===== config.mk =====
export PLATFORM = sky130hd
export DESIGN_NAME = sb_arbiter
export DESIGN_NICKNAME = d
export VERILOG_FILES = /design/src/rtl/sb_arbiter.sv
export SDC_FILE = /design/constraint.sdc
export NUM_CORES = 1
export LEC_CHECK = 0
export BUFFER_PORTS_ARGS = -buffer_cell sky130_fd_sc_hd__buf_2
export CORE_UTILIZATION = 41
export CTS_BUF_LIST = sky130_fd_sc_hd__clkbuf_4
export DETAILED_ROUTE_END_ITERATION = 12
export SLEW_MARGIN = 20
export SYNTH_ARGS = -nofsm -noshare
export SYNTH_HDL_FRONTEND = slang
export SYNTH_SLANG_ARGS = --single-unit

===== constraint.sdc =====
create_clock -name sb_clk -period 4.4 [get_ports sb_clk]
set_input_delay 1.1 -clock sb_clk [delete_from_list [all_inputs] [get_ports sb_clk]]
set_output_delay 1.1 -clock sb_clk [all_outputs]
set_load 0.1 [all_outputs]

===== src/rtl/sb_arbiter.sv =====
// sb_arbiter: two-master system bus arbiter.
// Grants the bus to master 1 or master 2 with round-robin priority.
// Locked transfers keep the current owner in place.
// Masters that a slave has split are masked until a release pulse arrives.
// A tenure counter limits how long one master holds the bus while the other waits.
module sb_arbiter #(
  parameter int MAX_TENURE   = 16,
  parameter int TENURE_WIDTH = 5
) (
  input  logic       sb_clk,
  input  logic       sb_resetn,
  input  logic       sb_busreq_m1,
  input  logic       sb_busreq_m2,
  input  logic       sb_lock_m1,
  input  logic       sb_lock_m2,
  input  logic [1:0] sb_trans,
  input  logic       sb_ready,
  input  logic [1:0] sb_resp,
  input  logic [1:0] sb_split_s1,
  input  logic [1:0] sb_split_s2,
  input  logic [1:0] sb_split_s3,
  output logic       sb_grant_m1,
  output logic       sb_grant_m2,
  output logic       sb_master,
  output logic       sb_mastlock,
  output logic [1:0] sb_split_mask
);

  localparam logic [1:0] TRANS_IDLE = 2'd0;
  localparam logic [1:0] RESP_SPLIT = 2'd3;
  localparam logic [TENURE_WIDTH-1:0] TENURE_LAST = TENURE_WIDTH'(MAX_TENURE - 1);
  localparam logic [TENURE_WIDTH-1:0] TENURE_ONE  = TENURE_WIDTH'(1);
  localparam logic [TENURE_WIDTH-1:0] TENURE_ZERO = TENURE_WIDTH'(0);

  typedef enum logic [1:0] {
    ST_IDLE   = 2'd0,
    ST_OWN_M1 = 2'd1,
    ST_OWN_M2 = 2'd2
  } state_t;

  state_t                  state_r;
  state_t                  state_s;
  logic [TENURE_WIDTH-1:0] tenure_r;
  logic [TENURE_WIDTH-1:0] tenure_s;
  logic                    last_m2_r;   // 1: master 2 was granted most recently
  logic                    last_m2_s;
  logic [1:0]              mask_r;
  logic [1:0]              mask_s;
  logic                    grant_m1_r;
  logic                    grant_m2_r;
  logic                    master_r;
  logic                    mastlock_r;
  logic                    mastlock_s;

  logic [1:0]              release_s;
  logic [1:0]              set_s;
  logic                    split_now_s;
  logic                    elig_m1_s;
  logic                    elig_m2_s;
  logic                    owner_req_s;
  logic                    other_elig_s;
  logic                    tenure_full_s;
  logic                    rearb_s;

  assign sb_grant_m1   = grant_m1_r;
  assign sb_grant_m2   = grant_m2_r;
  assign sb_master     = master_r;
  assign sb_mastlock   = mastlock_r;
  assign sb_split_mask = mask_r;

  // Eligibility, split-mask update (a set beats a same-cycle release) and re-arbitration trigger.
  always_comb begin
    release_s     = sb_split_s1 | sb_split_s2 | sb_split_s3;
    split_now_s   = (sb_resp == RESP_SPLIT) && sb_ready;
    elig_m1_s     = sb_busreq_m1 && !mask_r[0];
    elig_m2_s     = sb_busreq_m2 && !mask_r[1];
    tenure_full_s = (tenure_r == TENURE_LAST);
    set_s         = 2'b00;
    owner_req_s   = 1'b0;
    other_elig_s  = 1'b0;
    rearb_s       = 1'b0;
    case (state_r)
      ST_OWN_M1: begin
        set_s        = {1'b0, split_now_s};
        owner_req_s  = sb_busreq_m1;
        other_elig_s = elig_m2_s;
      end
      ST_OWN_M2: begin
        set_s        = {split_now_s, 1'b0};
        owner_req_s  = sb_busreq_m2;
        other_elig_s = elig_m1_s;
      end
      default: begin
        set_s        = 2'b00;
        owner_req_s  = 1'b0;
        other_elig_s = 1'b0;
      end
    endcase
    mask_s = (mask_r & ~release_s) | set_s;
    if (state_r == ST_IDLE) begin
      rearb_s = 1'b0;
    end else if (split_now_s) begin
      rearb_s = 1'b1;
    end else if (mastlock_r) begin
      rearb_s = 1'b0;
    end else begin
      rearb_s = !owner_req_s
             || (sb_ready && (sb_trans == TRANS_IDLE) && other_elig_s)
             || (tenure_full_s && other_elig_s);
    end
  end

  // Next-state selection: IDLE contest by round-robin, handover to the other master on an event.
  always_comb begin
    state_s = state_r;
    case (state_r)
      ST_IDLE: begin
        if (elig_m1_s && elig_m2_s) begin
          if (last_m2_r) begin
            state_s = ST_OWN_M1;
          end else begin
            state_s = ST_OWN_M2;
          end
        end else if (elig_m1_s) begin
          state_s = ST_OWN_M1;
        end else if (elig_m2_s) begin
          state_s = ST_OWN_M2;
        end else begin
          state_s = ST_IDLE;
        end
      end
      ST_OWN_M1: begin
        if (!rearb_s) begin
          state_s = ST_OWN_M1;
        end else if (elig_m2_s) begin
          state_s = ST_OWN_M2;
        end else if (elig_m1_s && !split_now_s) begin
          state_s = ST_OWN_M1;
        end else begin
          state_s = ST_IDLE;
        end
      end
      ST_OWN_M2: begin
        if (!rearb_s) begin
          state_s = ST_OWN_M2;
        end else if (elig_m1_s) begin
          state_s = ST_OWN_M1;
        end else if (elig_m2_s && !split_now_s) begin
          state_s = ST_OWN_M2;
        end else begin
          state_s = ST_IDLE;
        end
      end
      default: begin
        state_s = ST_IDLE;
      end
    endcase
  end

  // Tenure counter, round-robin history and the incoming owner's lock.
  always_comb begin
    tenure_s   = tenure_r;
    last_m2_s  = last_m2_r;
    mastlock_s = 1'b0;
    if ((state_s != state_r) || (state_s == ST_IDLE)) begin
      tenure_s = TENURE_ZERO;
    end else if (mastlock_r || tenure_full_s) begin
      tenure_s = tenure_r;
    end else begin
      tenure_s = tenure_r + TENURE_ONE;
    end
    case (state_s)
      ST_OWN_M1: begin
        last_m2_s  = 1'b0;
        mastlock_s = sb_lock_m1;
      end
      ST_OWN_M2: begin
        last_m2_s  = 1'b1;
        mastlock_s = sb_lock_m2;
      end
      default: begin
        last_m2_s  = last_m2_r;
        mastlock_s = 1'b0;
      end
    endcase
  end

  // State and registered outputs; reset clears everything and gives master 1 the first contest.
  always_ff @(posedge sb_clk or negedge sb_resetn) begin
    if (!sb_resetn) begin
      state_r    <= ST_IDLE;
      tenure_r   <= TENURE_ZERO;
      last_m2_r  <= 1'b1;
      mask_r     <= 2'b00;
      grant_m1_r <= 1'b0;
      grant_m2_r <= 1'b0;
      master_r   <= 1'b0;
      mastlock_r <= 1'b0;
    end else begin
      state_r    <= state_s;
      tenure_r   <= tenure_s;
      last_m2_r  <= last_m2_s;
      mask_r     <= mask_s;
      grant_m1_r <= (state_s == ST_OWN_M1);
      grant_m2_r <= (state_s == ST_OWN_M2);
      master_r   <= (state_s == ST_OWN_M1);
      mastlock_r <= mastlock_s;
    end
  end

endmodule

==> results.sh, run 1 <==
export IMPL_timing_final_crit_period_ns=3.584
export IMPL_finalMaxSlewViolations=0
export IMPL_clock_skew_ns=0.002608
export IMPL_dieWidth_um=50.57
export IMPL_whs_ns=0.5859
export IMPL_drc_errors=0
export IMPL_period_share_pct=81.45
export IMPL_cellLeakagePower_nw=0.5313
export IMPL_worst_pin_slew_ns=0.5604
export IMPL_clk_latency_ns=0.28
export IMPL_max_slew_margin_pct=62.50
export IMPL_slowest_stage="or3b_1"
export IMPL_grt_pass1_vias=760
export IMPL_hp_class="reg2reg"
export IMPL_fp_row_count=17
export IMPL_rsz0062_at_grt="no"
export IMPL_num_nets_final=148
export IMPL_dieArea_sq_um=2557
export IMPL_cts_buffer_depth=2
export IMPL_ys_flop_type="dfrtp_1"
export IMPL_fill_cells=216
export IMPL_ant_nets=0
export IMPL_syn_inst=95
export IMPL_finalSetupTns_ns=0
export IMPL_critPathRequiredTime_ns=4.60
export IMPL_status="completed"
export IMPL_cts_root_buf="clkbuf_4"
export IMPL_postCtsSetupRepairBufs=0
export IMPL_htreeDepth=1
export IMPL_start_util_pct=43.72
export IMPL_grt_pass1_wl_mm=3.318
export IMPL_combinationalPowerShare_pct=65.2
export IMPL_setup_violations=0
export IMPL_grt_busiest_layer="met2"
export IMPL_cts_inserted_buffers=3
export IMPL_yosysWarnings=0
export IMPL_p_clk_share_pct=11.1
export IMPL_cts_resized=0
export IMPL_synth_edff_count=0
export IMPL_wire_per_inst_um=13.54
export IMPL_vias_per_cell=5.554
export IMPL_overflow=0
export IMPL_port_buffers=22
export IMPL_synthesis_area_sq_um=967.2
export IMPL_drt_initial_drc_count=22
export IMPL_antenna_found_initial=0
export IMPL_critPathKind="in2reg"
export IMPL_hold_viol_final=0
export IMPL_p_int_mw=0.3760
export IMPL_fin_total_pwr_mw=0.7497
export IMPL_cp_arrival_ns=3.78
export IMPL_cts_hold_buf=0
export IMPL_route_vias_total=822
export IMPL_area_delta_synth_final_pct=17.34
export IMPL_place_gp_congestion=0.8613
export IMPL_dp_cells=144
export IMPL_cp_start_kind="primary input"
export IMPL_max_cap_viol_count=0
export IMPL_wl_mm=2.004
export IMPL_cts_sink_count=13
export IMPL_syn_avg_cell_area_sq_um=10.18
export IMPL_max_stage_delay_ns=0.39
export IMPL_use_met3_pct=3.636
export IMPL_syn_nets=122
export IMPL_dr_pass1_iters=4
export IMPL_power_frac_seq_pct=23.7
export IMPL_path_cells="buf_2 -> or3b_1 -> a41oi_1 -> nand3_1 -> o211a_1 -> or2_2 -> ha_1 -> or3_1 -> nor3b_1 -> a211oi_4 -> nor3_1"
export IMPL_critPathBufInv=1
export IMPL_seq_area_frac_synth_pct=33.76
export IMPL_grt_use_total_pct=17.61
export IMPL_path_clk_slew_ns=0.08
export IMPL_met1_usage_pct=22.80
export IMPL_dp_hpwl_mm=1.563
export IMPL_ys_ff_latch=13
export IMPL_async_flop_share_pct=100.0
export IMPL_p_per_area_nw_per_um2=660.7
export IMPL_switching_power_mw=0.3737
export IMPL_drive_gt1_share_pct=30.83
export IMPL_end_kind="register"
export IMPL_die_h_um=50.57
export IMPL_core_sq_um=2212
export IMPL_swShare_pct=49.85
export IMPL_use_met2_pct=28.44
export IMPL_vdd_drop_max_v=0.0004503
export IMPL_cts_tree="yes"
export IMPL_fmax_ghz=0.2790
export IMPL_worstPathMaxFanout=5
export IMPL_ys_types=41
export IMPL_pin_count=23
export IMPL_path_delay_family="simple AND/OR/NAND/NOR gates"
export IMPL_diodes=0
export IMPL_fin_cells=148
export IMPL_grt_start_max_net_pins=14
==> path summary, 6_finish.rpt <==
check,from,end,slack (ns),cells past startpoint
worst max-delay path,sb_trans[1],tenure_r[3],0.82,11
worst min-delay path,sb_split_mask[0],sb_split_mask[0],0.59,2
worst max register to register,state_r[0],tenure_r[3],1.00,12
worst min register to register,sb_split_mask[0],sb_split_mask[0],0.59,2
max in group asynchronous,sb_resetn,last_m2_r,3.43,1
min in group asynchronous,sb_resetn,state_r[1],0.69,1
==> worst min-delay path, stage by stage, from the launching register on <==
cell and delay [ns]:
dfrtp_1 0.43, inv_1 0.07, o41ai_1 0.06
==> metal layers <==
layer	part of all wire, %	routed length, um
met2	45	901
met5	0	0
met4	0.40	8
met1	49	979
met3	5.7	114
==> flip-flops by register name, summed over array words and instances, names as in the netlist <==
register and flops:
tenure_r 5, sb_split_mask 2, state_r 2, last_m2_r 1, sb_grant_m2 1, sb_master 1, sb_mastlock 1
==> layout make-up <==
class / instances / area (sq um) / area share [%]
clock buffers: 4 / 30.03 / 2.646
inverters: 8 / 30.03 / 2.646
well taps: 28 / 35.03 / 3.087
multi-input cells: 73 / 603.1 / 53.14
repair buffers: 22 / 110.1 / 9.702
flip-flops and latches: 13 / 326.6 / 28.78
==> power by group through the flow <==
stage          Combinational [mW]  Sequential (mW)  Clock, mW
2_1_floorplan               0.345            0.237          0
3_3_place_gp                0.487            0.179          0
3_5_place_dp                0.489            0.179          0
4_1_cts                     0.490            0.178     0.0867
5_1_grt                     0.535            0.182     0.0919
6_report                    0.489            0.178     0.0829
==> logic make-up (layout without fill, tap and decap cells) <==
group | Yosys count | in the layout | share of synthesized area [%]
fa+ha+maj | 10 | 10 | 12.94
mux | 2 | 2 | 2.199
simple gates | 39 | 39 | 22.77
flops | 13 | 13 | 33.77
xor+xnor | 3 | 3 | 2.717
buf+inv | 9 | 34 | 3.881
compound gates | 19 | 19 | 21.74
==> cell usage in the layout (no fill, tap or decap), types with 2 or more instances in the layout <==
| master | count |
|---|---|
| buf_2 | 22 |
| dfrtp_1 | 12 |
| ha_1 | 10 |
| inv_1 | 8 |
| nand3_1 | 6 |
| nand2_1 | 5 |
| nor2_1 | 4 |
| nor3_1 | 4 |
| clkbuf_4 | 4 |
| and3_1 | 3 |
| nand3b_1 | 3 |
| or2_2 | 3 |
| nor2b_1 | 3 |
| nand2b_1 | 2 |
| a22o_1 | 2 |
| o41ai_1 | 2 |
| xor2_1 | 2 |
==> synthesized netlist by cell type, types with 3 or more instances <==
library cell / count / area (sq um)
and3_1: 3 / 18.77
dfrtp_1: 12 / 300.3
ha_1: 10 / 125.1
inv_1: 8 / 30.03
nand2_1: 5 / 18.77
nand3_1: 6 / 30.03
nand3b_1: 3 / 22.52
nor2_1: 4 / 15.01
nor2b_1: 3 / 18.77
nor3_1: 4 / 20.02
or2_2: 3 / 18.77
==> through the flow <==
stage	cell area, sq um	util [%]	setup WS, ns
after global placement	1105	49.94	0.5571
after CTS	1135	51.30	0.8358
final	1135	51.30	0.8162
after global routing	1135	51.30	0.6403
after floorplan	967.2	-	0.8214
after detailed placement	1105	49.94	0.5430
Power figures use the tool's default switching activity.
==> inputs of run 2 (changes only) <==
--- a/config.mk
+++ b/config.mk
@@ -5,10 +5,12 @@
 export SDC_FILE = /design/constraint.sdc
 export NUM_CORES = 1
 export LEC_CHECK = 0
+export ABC_AREA = 1
 export BUFFER_PORTS_ARGS = -buffer_cell sky130_fd_sc_hd__buf_2
 export CORE_UTILIZATION = 41
 export CTS_BUF_LIST = sky130_fd_sc_hd__clkbuf_4
 export DETAILED_ROUTE_END_ITERATION = 12
+export PLACE_DENSITY = 0.67
 export SLEW_MARGIN = 20
 export SYNTH_ARGS = -nofsm -noshare
 export SYNTH_HDL_FRONTEND = slang
==> constraint.sdc (replaced) <==
create_clock -name sb_clk -period 3 [get_ports sb_clk]
set_input_delay 0.75 -clock sb_clk [delete_from_list [all_inputs] [get_ports sb_clk]]
set_output_delay 0.75 -clock sb_clk [all_outputs]
set_load 0.1 [all_outputs]
==> results.sh, run 2 <==
export IMPL_finalMaxSlewViolations=0
export IMPL_grt_pass1_wl_mm=2.891
export IMPL_hold_viol_final=0
export IMPL_placed_area_sq_um=1051
export IMPL_crit_path_start="state_r[0]"
export IMPL_layout_commonest_cell="buf_2"
export IMPL_ys_flop_type="dfrtp_1"
export IMPL_cts_hold_buf=0
export IMPL_yosysWarnings=0
export IMPL_synth_edff_count=0
export IMPL_yosysMostFrequentCell="nand2_1"
export IMPL_cp_start_kind="register"
export IMPL_r2r_end="sb_mastlock"
export IMPL_cts_tree="yes"
export IMPL_num_nets_final=159
export IMPL_dp_hpwl_mm=1.342
export IMPL_path_cells="inv_1 -> ha_1 -> nand2_1 -> o21ai_2 -> nand2_1 -> nand2_1 -> nand2_2 -> nand3_1 -> nand2_1 -> nand2_2 -> nand2_4 -> ha_1 -> nand3_1 -> nand2_1"
export IMPL_diodes=0
export IMPL_area_delta_synth_final_pct=18.19
export IMPL_dieWidth_um=49.23
export IMPL_fin_total_pwr_mw=1.023
export IMPL_fin_area_sq_um=1081
export IMPL_end_kind="register"
export IMPL_cts_root_buf="clkbuf_4"
export IMPL_syn_nets=133
export IMPL_ys_ff_latch=13
export IMPL_grt_pass1_vias=708
export IMPL_final_cell_mix="22 x buf_2, 19 x nand2_1, 17 x inv_1"
export IMPL_die_h_um=49.23
export IMPL_htreeDepth=1
export IMPL_finalSetupTns_ns=0
export IMPL_cts_inserted_buffers=3
export IMPL_clock_skew_ns=0.006778
export IMPL_overflow=0
export IMPL_period_share_pct=75.31
export IMPL_max_cap_viol_count=0
export IMPL_rsz0062_at_grt="no"
export IMPL_synth_top_area_share_pct=32.83
export IMPL_fp_row_count=16
export IMPL_yosysTopAreaCell="dfrtp_1"
export IMPL_synthesis_area_sq_um=914.6
export IMPL_reg2reg_from="state_r[0]"
export IMPL_place_gp_congestion=0.8184
export IMPL_syn_inst=106
export IMPL_max_slew_margin_pct=67.76
export IMPL_async_flop_share_pct=100.0
export IMPL_synth_area_leaders="dfrtp_1 33%, ha_1 14%, nand2_1 7.8%"
export IMPL_cp_common_cell="nand2_1"
export IMPL_p_per_area_nw_per_um2=945.9
export IMPL_hp_class="in2async"
export IMPL_core_sq_um=2022
export IMPL_dp_cells=154
export IMPL_critPathRequiredTime_ns=3.17
export IMPL_drive_gt1_share_pct=32.06
export IMPL_cp_arrival_ns=2.42
export IMPL_cellLeakagePower_nw=0.5850
export IMPL_dieArea_sq_um=2424
export IMPL_whs_ns=0.3446
export IMPL_cts_resized=0
export IMPL_timing_final_crit_period_ns=2.259
export IMPL_slowest_stage="dfrtp_1"
export IMPL_max_stage_delay_ns=0.48
export IMPL_path_clk_slew_ns=0.08
export IMPL_clk_latency_ns=0.28
export IMPL_status="completed"
export IMPL_cts_sink_count=13
export IMPL_ff2ff_setup_slack_ns=0.74
export IMPL_grt_start_max_net_pins=14
export IMPL_wire_per_inst_um=10.69
export IMPL_dr_pass1_iters=4
export IMPL_regMostFlops="tenure_r"
export IMPL_critPathBufInv=1
export IMPL_port_buffers=22
export IMPL_path_delay_family="simple AND/OR/NAND/NOR gates"
export IMPL_fmax_ghz=0.4426
export IMPL_seq_area_frac_synth_pct=35.70
export IMPL_ant_nets=0
export IMPL_worstPathMaxFanout=5
export IMPL_drc_errors=0
export IMPL_vias_per_cell=4.861
export IMPL_wl_mm=1.689
export IMPL_largest_reg_flops=5
export IMPL_start_util_pct=45.24
export IMPL_cts_buffer_depth=2
export IMPL_rr_worst_depth=14
export IMPL_grt_use_total_pct=15.77
export IMPL_critPathKind="reg2reg"
export IMPL_ys_types=23
export IMPL_drt_initial_drc_count=6
export IMPL_vdd_drop_max_v=0.0007346
export IMPL_worst_pin_slew_ns=0.4869
export IMPL_antenna_found_initial=0
export IMPL_postCtsSetupRepairBufs=0
export IMPL_pin_count=23
export IMPL_syn_avg_cell_area_sq_um=8.629
export IMPL_setup_violations=0
export IMPL_synthTopCellsByCount="19 x nand2_1, 17 x inv_1, 12 x dfrtp_1, 12 x nand3_1, 10 x ha_1"
export IMPL_fin_cells=158
export IMPL_route_vias_total=768
[run 2: cells by family (layout without fill, tap and decap cells)]
logic type | count (synthesis) | in the layout | synth area share (%)
multiplexers | 1 | 1 | 1.094
AND/OR/NAND/NOR | 54 | 54 | 34.06
flip-flops | 13 | 13 | 35.71
XOR/XNOR | 3 | 3 | 2.873
AO/OA/AOI/OAI | 7 | 7 | 4.789
adder cells (fa/ha/maj) | 10 | 10 | 13.68
buffers and inverters | 18 | 43 | 7.798
[run 2: worst max path at each step]
stage                              to  slack, ns  depth (start not counted)
after floorplan           sb_mastlock       0.74                         14
after global placement      last_m2_r       0.75                         13
after detailed placement  sb_mastlock       0.74                         14
after CTS                   last_m2_r       0.71                         13
after global routing      tenure_r[2]       0.53                         17
final                     sb_mastlock       0.74                         14
[run 2: cell type report]
| cell class | count | area (sq um) |
|---|---|---|
| tap | 27 | 33.78 |
| multi-input combinational | 75 | 516.7 |
| timing repair buffer | 22 | 110.1 |
| fill | 202 | 940.9 |
| clock buffer | 4 | 30.03 |
| inverter | 17 | 63.81 |
| sequential | 13 | 326.6 |
[run 2: power breakdown]
part	internal [mW]	switching (mW)	leakage (nW)	total, mW
clock network	0.0606	0.0570	0.0184	0.118
logic	0.188	0.461	0.394	0.649
registers	0.222	0.0339	0.172	0.256
total	0.471	0.552	0.585	1.02
[run 2: stage by stage]
| step | worst slack (ns) | utilization (%) |
|---|---|---|
| final | 0.7407 | 53.47 |
| after global routing | 0.5327 | 53.47 |
| after CTS | 0.7133 | 53.47 |
| after detailed placement | 0.7407 | 51.98 |
| after global placement | 0.7472 | 51.98 |
| after floorplan | 0.7353 | - |
[run 2: routing by layer]
metal / up-vias / track usage, % / routed length [um]
met2: 31 / 26.48 / 799
met1: 337 / 17.60 / 732
met5: - / 0 / 0
met4: 0 / 6.863 / 25
li1: 396 / - / -
met3: 4 / 5.919 / 132
